[config.mk]
export PLATFORM = sky130hd
export DESIGN_NAME = midi_message_parser
export DESIGN_NICKNAME = d
export VERILOG_FILES = /design/src/rtl/midi_message_parser_pkg.sv /design/src/rtl/midi_message_parser.sv
export SDC_FILE = /design/constraint.sdc
export NUM_CORES = 1
export LEC_CHECK = 0
export CAP_MARGIN = 20
export CORE_ASPECT_RATIO = 2
export CORE_UTILIZATION = 35
export DETAILED_ROUTE_END_ITERATION = 16
export GPL_TIMING_DRIVEN = 0
export PLACE_DENSITY = 0.58
export SLEW_MARGIN = 20
export SYNTH_ARGS = -nofsm -noshare
export SYNTH_HDL_FRONTEND = slang
export SYNTH_SLANG_ARGS = --single-unit
[constraint.sdc]
create_clock -name clock_50_000_000 -period 4 [get_ports clock_50_000_000]
set_input_delay 1 -clock clock_50_000_000 [delete_from_list [all_inputs] [get_ports clock_50_000_000]]
set_output_delay 1 -clock clock_50_000_000 [all_outputs]
set_load 0.02 [all_outputs]
[src/rtl/midi_message_parser_pkg.sv]
// Shared types and constants for the MIDI input path.
// Provides the event encoding seen by the voice allocator, the parser state
// encoding, byte classes and the MIDI status/system byte constants.
package midi_message_parser_pkg;

    localparam int unsigned BYTE_WIDTH   = 8;
    localparam int unsigned SYSTEM_CLOCK = 50_000_000;

    typedef enum logic [1:0] {
        NOTE_ON    = 2'd0,
        NOTE_OFF   = 2'd1,
        CONTROL    = 2'd2,
        PITCH_BEND = 2'd3
    } event_t;

    typedef enum logic [1:0] {
        WAIT_STATUS = 2'd0,
        WAIT_DATA1  = 2'd1,
        WAIT_DATA2  = 2'd2,
        SYSEX       = 2'd3
    } state_t;

    typedef enum logic [1:0] {
        BYTE_DATA     = 2'd0,
        BYTE_CHANNEL  = 2'd1,
        BYTE_COMMON   = 2'd2,
        BYTE_REALTIME = 2'd3
    } byte_class_t;

    // Status nibbles
    localparam logic [3:0] STATUS_NOTE_OFF = 4'h8;
    localparam logic [3:0] STATUS_NOTE_ON  = 4'h9;
    localparam logic [3:0] STATUS_CC       = 4'hB;
    localparam logic [3:0] STATUS_PROGRAM  = 4'hC;
    localparam logic [3:0] STATUS_PRESSURE = 4'hD;
    localparam logic [3:0] STATUS_PITCH    = 4'hE;

    // System bytes
    localparam logic [7:0] SYSEX_START  = 8'hF0;
    localparam logic [7:0] SYSEX_END    = 8'hF7;
    localparam logic [7:0] REALTIME_MIN = 8'hF8;

endpackage

[src/rtl/midi_message_parser.sv]
// MIDI channel-message parser sitting behind the UART receiver.
// Assembles status/data bytes into note on/off, control change and pitch
// bend events, with running status, transparent real-time bytes, SysEx
// discard and a timeout on a stalled second data byte.
//
// Ports:
//   clock_50_000_000  system clock
//   reset_l           asynchronous active-low reset
//   data_in           received byte, valid while data_in_ready=1
//   data_in_ready     one-cycle strobe per received byte
//   omni              1 = accept every channel
//   channel_select    channel accepted when omni=0
//   event_valid       one-cycle strobe for a completed, accepted message
//   event_type        NOTE_ON / NOTE_OFF / CONTROL / PITCH_BEND
//   event_channel     channel nibble of the message status
//   event_data1       note / controller / bend LSB
//   event_data2       velocity / value / bend MSB
module midi_message_parser
    import midi_message_parser_pkg::*;
#(
    parameter int unsigned TIMEOUT_TICKS = SYSTEM_CLOCK / 100
) (
    input  logic                  clock_50_000_000,
    input  logic                  reset_l,
    input  logic [BYTE_WIDTH-1:0] data_in,
    input  logic                  data_in_ready,
    input  logic                  omni,
    input  logic [3:0]            channel_select,
    output logic                  event_valid,
    output event_t                event_type,
    output logic [3:0]            event_channel,
    output logic [6:0]            event_data1,
    output logic [6:0]            event_data2
);

    localparam int unsigned CNT_W = (TIMEOUT_TICKS > 1) ? $clog2(TIMEOUT_TICKS) : 1;
    localparam logic [CNT_W-1:0] CNT_LAST = CNT_W'(TIMEOUT_TICKS - 1);

    state_t                  state;
    logic [BYTE_WIDTH-1:0]   status;
    logic [6:0]              d1;
    logic [CNT_W-1:0]        tcount;

    byte_class_t             byte_class_c;
    logic                    emit_c;
    event_t                  emit_type_c;
    logic                    one_data_byte_c;

    function automatic byte_class_t classify(input logic [BYTE_WIDTH-1:0] b);
        if (!b[BYTE_WIDTH-1])  return BYTE_DATA;
        if (b < SYSEX_START)   return BYTE_CHANNEL;
        if (b < REALTIME_MIN)  return BYTE_COMMON;
        return BYTE_REALTIME;
    endfunction

    assign byte_class_c    = classify(data_in);
    assign one_data_byte_c = (status[7:4] == STATUS_PROGRAM) || (status[7:4] == STATUS_PRESSURE);

    // Event decode for a message completed by the current data byte.
    always_comb begin
        emit_c      = 1'b1;
        emit_type_c = NOTE_ON;
        case (status[7:4])
            STATUS_NOTE_ON:  emit_type_c = (data_in[6:0] != 7'd0) ? NOTE_ON : NOTE_OFF;
            STATUS_NOTE_OFF: emit_type_c = NOTE_OFF;
            STATUS_CC:       emit_type_c = CONTROL;
            STATUS_PITCH:    emit_type_c = PITCH_BEND;
            default:         emit_c      = 1'b0;
        endcase
        if (!omni && (status[3:0] != channel_select)) begin
            emit_c = 1'b0;
        end
    end

    // Parser FSM with registered event outputs.
    always_ff @(posedge clock_50_000_000 or negedge reset_l) begin
        if (!reset_l) begin
            state         <= WAIT_STATUS;
            status        <= '0;
            d1            <= '0;
            tcount        <= '0;
            event_valid   <= 1'b0;
            event_type    <= NOTE_ON;
            event_channel <= '0;
            event_data1   <= '0;
            event_data2   <= '0;
        end else begin
            event_valid <= 1'b0;
            if (data_in_ready) begin
                case (byte_class_c)
                    BYTE_REALTIME: begin
                        // transparent: nothing changes, timeout counter frozen
                    end
                    BYTE_CHANNEL: begin
                        status <= data_in;
                        state  <= WAIT_DATA1;
                    end
                    BYTE_COMMON: begin
                        status <= '0;
                        state  <= (data_in == SYSEX_START) ? SYSEX : WAIT_STATUS;
                    end
                    default: begin
                        case (state)
                            WAIT_DATA1: begin
                                if (!one_data_byte_c) begin
                                    d1     <= data_in[6:0];
                                    tcount <= '0;
                                    state  <= WAIT_DATA2;
                                end
                            end
                            WAIT_DATA2: begin
                                state <= WAIT_DATA1;
                                if (emit_c) begin
                                    event_valid   <= 1'b1;
                                    event_type    <= emit_type_c;
                                    event_channel <= status[3:0];
                                    event_data1   <= d1;
                                    event_data2   <= data_in[6:0];
                                end
                            end
                            default: begin
                                // no running status or inside SysEx: discard
                            end
                        endcase
                    end
                endcase
            end else if (state == WAIT_DATA2) begin
                // A byte in the expiry cycle takes the branch above, so it wins.
                if (tcount == CNT_LAST) begin
                    state <= WAIT_DATA1;
                end else begin
                    tcount <= tcount + CNT_W'(1);
                end
            end
        end
    end

endmodule

* Word level (Yosys, flattened, before mapping) *
Index checks and enable logic that the tools add are counted.

storage, ports and cells
  bits in registers = 57
  input bits = 16

operators by class
  order comparisons = 2
  bitwise logic cells = 2
  eq/ne operators = 20
  multiplexer cells = 33
  add/sub/neg operators = 1
  reduce and logical (&&, ||, !) cells = 15

operator list
  operator               count
  $mux 19                6
  $eq 4x4->1 const B     6
  $mux 2                 11
  $add 19x1->19 const B  1
  $eq 19x19->1 const B   1
  $lt 8x8->1 const B     2
  $pmux 8 s2             1
  $mux 1                 12
  $reduce_and 5->1       2
  $eq 8x8->1 const B     1
  $ne 2x2->1 const B     4
  $pmux 2 s4             1
  $reduce_and 4->1       2
  $reduce_bool 7->1      1
  $eq 2x2->1 const B     3
  $pmux 2 s3             1
  $reduce_bool 2->1      3
  $ne 5x5->1 const B     1
  $reduce_bool 5->1      1
  $eq 2x1->1 const B     2
  $ne 4x4->1             1
  $pmux 2 s2             1
  $reduce_or 4->1        1
  $reduce_or 3->1        1
  other kinds (6)        7

* Logic depth before layout (Yosys ltp) *
  depth in word-level cells = 12
  mapped depth = 11
  gate-level depth less buffers = 8

* Least setup slack after synthesis *
No wires, ideal clock.

  path type = input to register
  from = in data_in[3]
  to = reg tcount[0]
  stages = 10
  setup slack = 1.035 ns
  arrival time = 2.837 ns
  setup time = 0.128 ns
  path through = nand4b_1 -> and2_1 -> inv_1 -> ha_1 -> and4b_1 -> clkbuf_1 -> a211oi_4 -> a21o_1 -> buf_6 -> mux2_1

on the way
  word-level cells in the longest chain between the ends = 11
  elaborated cells between the ends (all ways) = 18

ends and longest elaborated chain
  item                                      line                        source
  start: declaration                        midi_message_parser.sv:25   input logic [BYTE_WIDTH-1:0] data_in,
  $lt 8x8->1                                midi_message_parser.sv:52   if (b < REALTIME_MIN) return BYTE_COMMON;
  $mux 1 (2 in series)                      midi_message_parser.sv:52
  $mux 1                                    midi_message_parser.sv:51   if (b < SYSEX_START) return BYTE_CHANNEL;
  $mux 2                                    midi_message_parser.sv:53   return BYTE_REALTIME;
  $mux 2 (*)                                midi_message_parser.sv:52
  $mux 2 (*)                                midi_message_parser.sv:51
  $eq 2x2->1 or $eq 2x1->1 (tied branches)  midi_message_parser.sv:90   case (byte_class_c)
  $reduce_or 3->1 (no source line) (*)      n/a
  $ne 2x2->1 (no source line) (*)           n/a
  $reduce_and 5->1 (no source line) (*)     n/a
  end signal: assignment                    midi_message_parser.sv:132  tcount <= tcount + CNT_W'(1);
  end: declaration                          midi_message_parser.sv:42   logic [CNT_W-1:0] tcount;

Mark *: on every way between the ends. The rest lies on a longest branch, timed or not. The select of a mux whose other input is x is not followed.
A chain may end at the register's enable or synchronous reset.

* Worst setup path after layout *
  from = in data_in[3]
  to = reg tcount[1]

The elaborated chain is that of the path after synthesis.

==> summary.md <==
| Metric | Value |
|---|---|
| Worst EP required | `4.21 ns` |
| Achievable Freq | `around 270 MHz` |
| Max Cap Violations | `0` |
| CTS tree | `built` |
| Diodes inserted | `0` |
| Core Area | `0.00871 mm^2` |
| Num CTS Buffers | `9` |
| PD cells | `638 mW/mm^2` |
| Layout cells sized above 1 | `between 10% and 20%` |
| Final setup viols | `0` |
| Worst slew pin tran | `around 0.86 ns` |
| Syn Std Cell Area | `between 0.003 and 0.004 mm^2` |
| Pleak | `approximately 1.7 nW` |
| Status | `finished clean` |
| Final Cycle Share | `between 90% and 100%` |
| Avg Synthesized Cell Area | `approximately 10 um^2` |
| Initial antenna violation count | `0` |
| Worst Setup Slack, final | `between 0.3 and 0.4 ns` |
| RSZ-0062 raised after global routing | `false` |
| Global-route wire length before repair | `between 10 and 15 mm` |
| Dpl ws | `roughly 0.031 ns` |
| Synth Instances | `between 300 and 400` |
| Worst setup EP type | `flop` |
| Die Wd | `between 60 and 70 um` |
| Largest net degree at the start of global routing | `33` |
| Initial DRC count | `roughly 220` |
| Critical path launch point type | `primary input` |
| GR Overflow Total | `0` |
| Tot GR Track Use | `between 10% and 20%` |
| GP Congestion | `0.930` |
| Tmin final | `between 3 and 4 ns` |
| Worst Hold Class | `reg2reg` |
| Peak supply drop | `roughly 0.00038 V` |
| Root Buffer | `clkbuf_16` |
| Post-CTS Setup Inserts | `0` |
| Worst setup path class | `in2reg` |
| Final Skew | `0.00472 ns` |
| Max-slew violation count | `0` |
| Post-CTS resize count | `0` |
| Drt total wl | `between 8 and 9 mm` |
| Synth unique cells | `56` |
| CTS sink count | `57` |
| Final Hold Fails | `0` |
| Area Growth Syn to Fin | `26.0%` |
| Hpwl dp | `6.26 mm` |
| Synthesized flop and latch total | `57` |
| CTS H-tree lvls | `3` |
| WL per Instance | `18.6 um` |
| Post-synth EDFFs | `0` |
| Nets | `~380` |
| DIE HEIGHT | `137 um` |
| Hold buffer count at cts | `0` |
| Skew-Pair Late Insertion Delay | `around 0.33 ns` |
| DRT Pass-1 Iters | `4` |
| Fill count | `807` |
| Arrival time at the worst endpoint | `3.86 ns` |
| Vias/cell | `5.87` |
| Worst-path fanout max | `10` |
| Die area | `about 0.0095 mm^2` |
| Starting Density | `a little over a third` |
| I/O pins | `37` |
| DRC Markers | `0` |
| Clock transition at path regs | `approximately 0.05 ns` |
| Async set or reset register ratio after synthesis | `100%` |
| # rows | `48` |
| Synthesized Nets | `330` |
| IO buf count | `35` |
| DRT antenna net count | `0` |
| Ys Warns | `0` |
| Clk buf depth | `2` |
| Register area share after synthesis | `between 40% and 50%` |
| Commonest register cell after synthesis | `dfrtp_1` |
| Vias in the first global route | `between 2000 and 3000` |
| DR vias | `2707` |
| Slew HR | `between 40% and 50%` |
| Setup TNS Final | `0 ns` |
## worst paths after layout
check / slack, ns / end / startpoint / cells past startpoint
min reg2reg: 0.50 / event_data1[6] / d1[6] / 1
max: 0.34 / tcount[1] / data_in[3] / 11
max in group asynchronous: 2.92 / event_channel[3] / reset_l / 2
min in group asynchronous: 0.59 / tcount[9] / reset_l / 1
min: 0.50 / event_data1[6] / d1[6] / 1
max reg2reg: 1.41 / tcount[1] / tcount[0] / 6
## flip-flops by register name, indices dropped and copies added, names as in the netlist
| register | count |
|---|---|
| d1 | 7 |
| status | 8 |
| event_data1 | 7 |
| event_valid | 1 |
| tcount | 19 |
| state | 2 |
| event_channel | 4 |
| event_data2 | 7 |
| event_type | 2 |
## per-stage QoR
stage          std cells  total power, mW  cell area [um^2]  util, %  hold slack, ns
2_1_floorplan        309             1.41              3190        -           0.444
3_5_place_dp         445             1.74              3680     42.3           0.489
5_1_grt              461             2.70              4020     46.1           0.516
4_1_cts              461             2.59              4010     46.1           0.500
3_3_place_gp         444             1.71              3660     42.1           0.462
6_report             461             2.56              4020     46.1           0.501
## routing by layer
metal | vias up | global-route usage, % | wire, um
met2 | 86 | 35.0 | 4870
met4 | 0 | 13.6 | 283
li1 | 1267 | - | -
met5 | - | 0 | 0
met3 | 20 | 3.90 | 322
met1 | 1334 | 18.5 | 3100
## critical path, cell delays in order
cell             delay [ns]
clkdlybuf4s50_1        0.61
nand4b_1               0.19
and2_1                 0.21
inv_1                  0.08
ha_1                   0.21
and4b_1                0.18
clkbuf_1               0.18
a211oi_4               0.53
a21o_1                 0.19
buf_6                  0.15
mux2_1                 0.32
## cell families (layout without fill, tap and decap cells)
group / Yosys count / after routing / synth area share, %
XOR/XNOR: 7 / 7 / 1.92
adder cells (fa/ha/maj): 5 / 5 / 1.96
AO/OA/AOI/OAI: 67 / 67 / 16.5
flip-flops: 57 / 57 / 44.7
multiplexers: 28 / 28 / 9.89
AND/OR/NAND/NOR: 116 / 116 / 20.8
buffers and inverters: 29 / 81 / 4.12
## layout by cell type, fill, tap and decap left out, drive strengths merged, types with 3 or more instances in the layout
master	n
ha	5
a32oi	5
nand4	12
nand3	9
xnor2	6
o21ai	15
clkinv	3
nor3	4
or4	3
a211oi	10
and2	4
dfrtp	57
clkbuf	22
o41ai	4
mux2	28
a211o	3
nand2	23
nor4	8
a21oi	3
buf	10
nor2b	8
and3	4
clkdlybuf4s50	34
nand2b	13
o211ai	4
and4	3
a311o	4
inv	9
a22oi	4
a2bb2oi	3
nor2	12
## Yosys cell counts, types with 5 or more instances
master / n / area [um^2]
clkbuf_1: 11 / 41.3
nand2b_1: 13 / 81.3
nand3_1: 9 / 45.0
nor4_1: 8 / 50.1
ha_1: 5 / 62.6
xnor2_1: 6 / 52.6
nand4_1: 12 / 75.1
nor2_1: 12 / 45.0
buf_2: 6 / 30.0
a211oi_1: 9 / 67.6
nand2_1: 23 / 86.3
a32oi_1: 5 / 43.8
mux2_2: 26 / 293
o21ai_1: 6 / 30.0
nor2b_1: 8 / 50.1
inv_1: 9 / 33.8
o21ai_0: 9 / 45.0
dfrtp_1: 57 / 1430
## layout make-up
cell class                      instances  area, um^2  share of cell area [%]
Buffer                                 19        93.8                    2.34
Clock buffer                           11         253                    6.29
Clock inverter                          5        77.6                    1.93
Inverter                               10        37.5                   0.934
Multi-Input combinational cell        223        1640                    40.7
Sequential cell                        57        1430                    35.5
Tap cell                              100         125                    3.11
Timing Repair Buffer                   36         368                    9.16
## power breakdown
group	switching [mW]	internal (mW)	leakage [nW]
combinational	0.422	0.401	0.785
clock	0.265	0.576	0.162
sequential	0.146	0.754	0.728
total	0.834	1.73	1.67
Power figures use the tool's default switching activity.
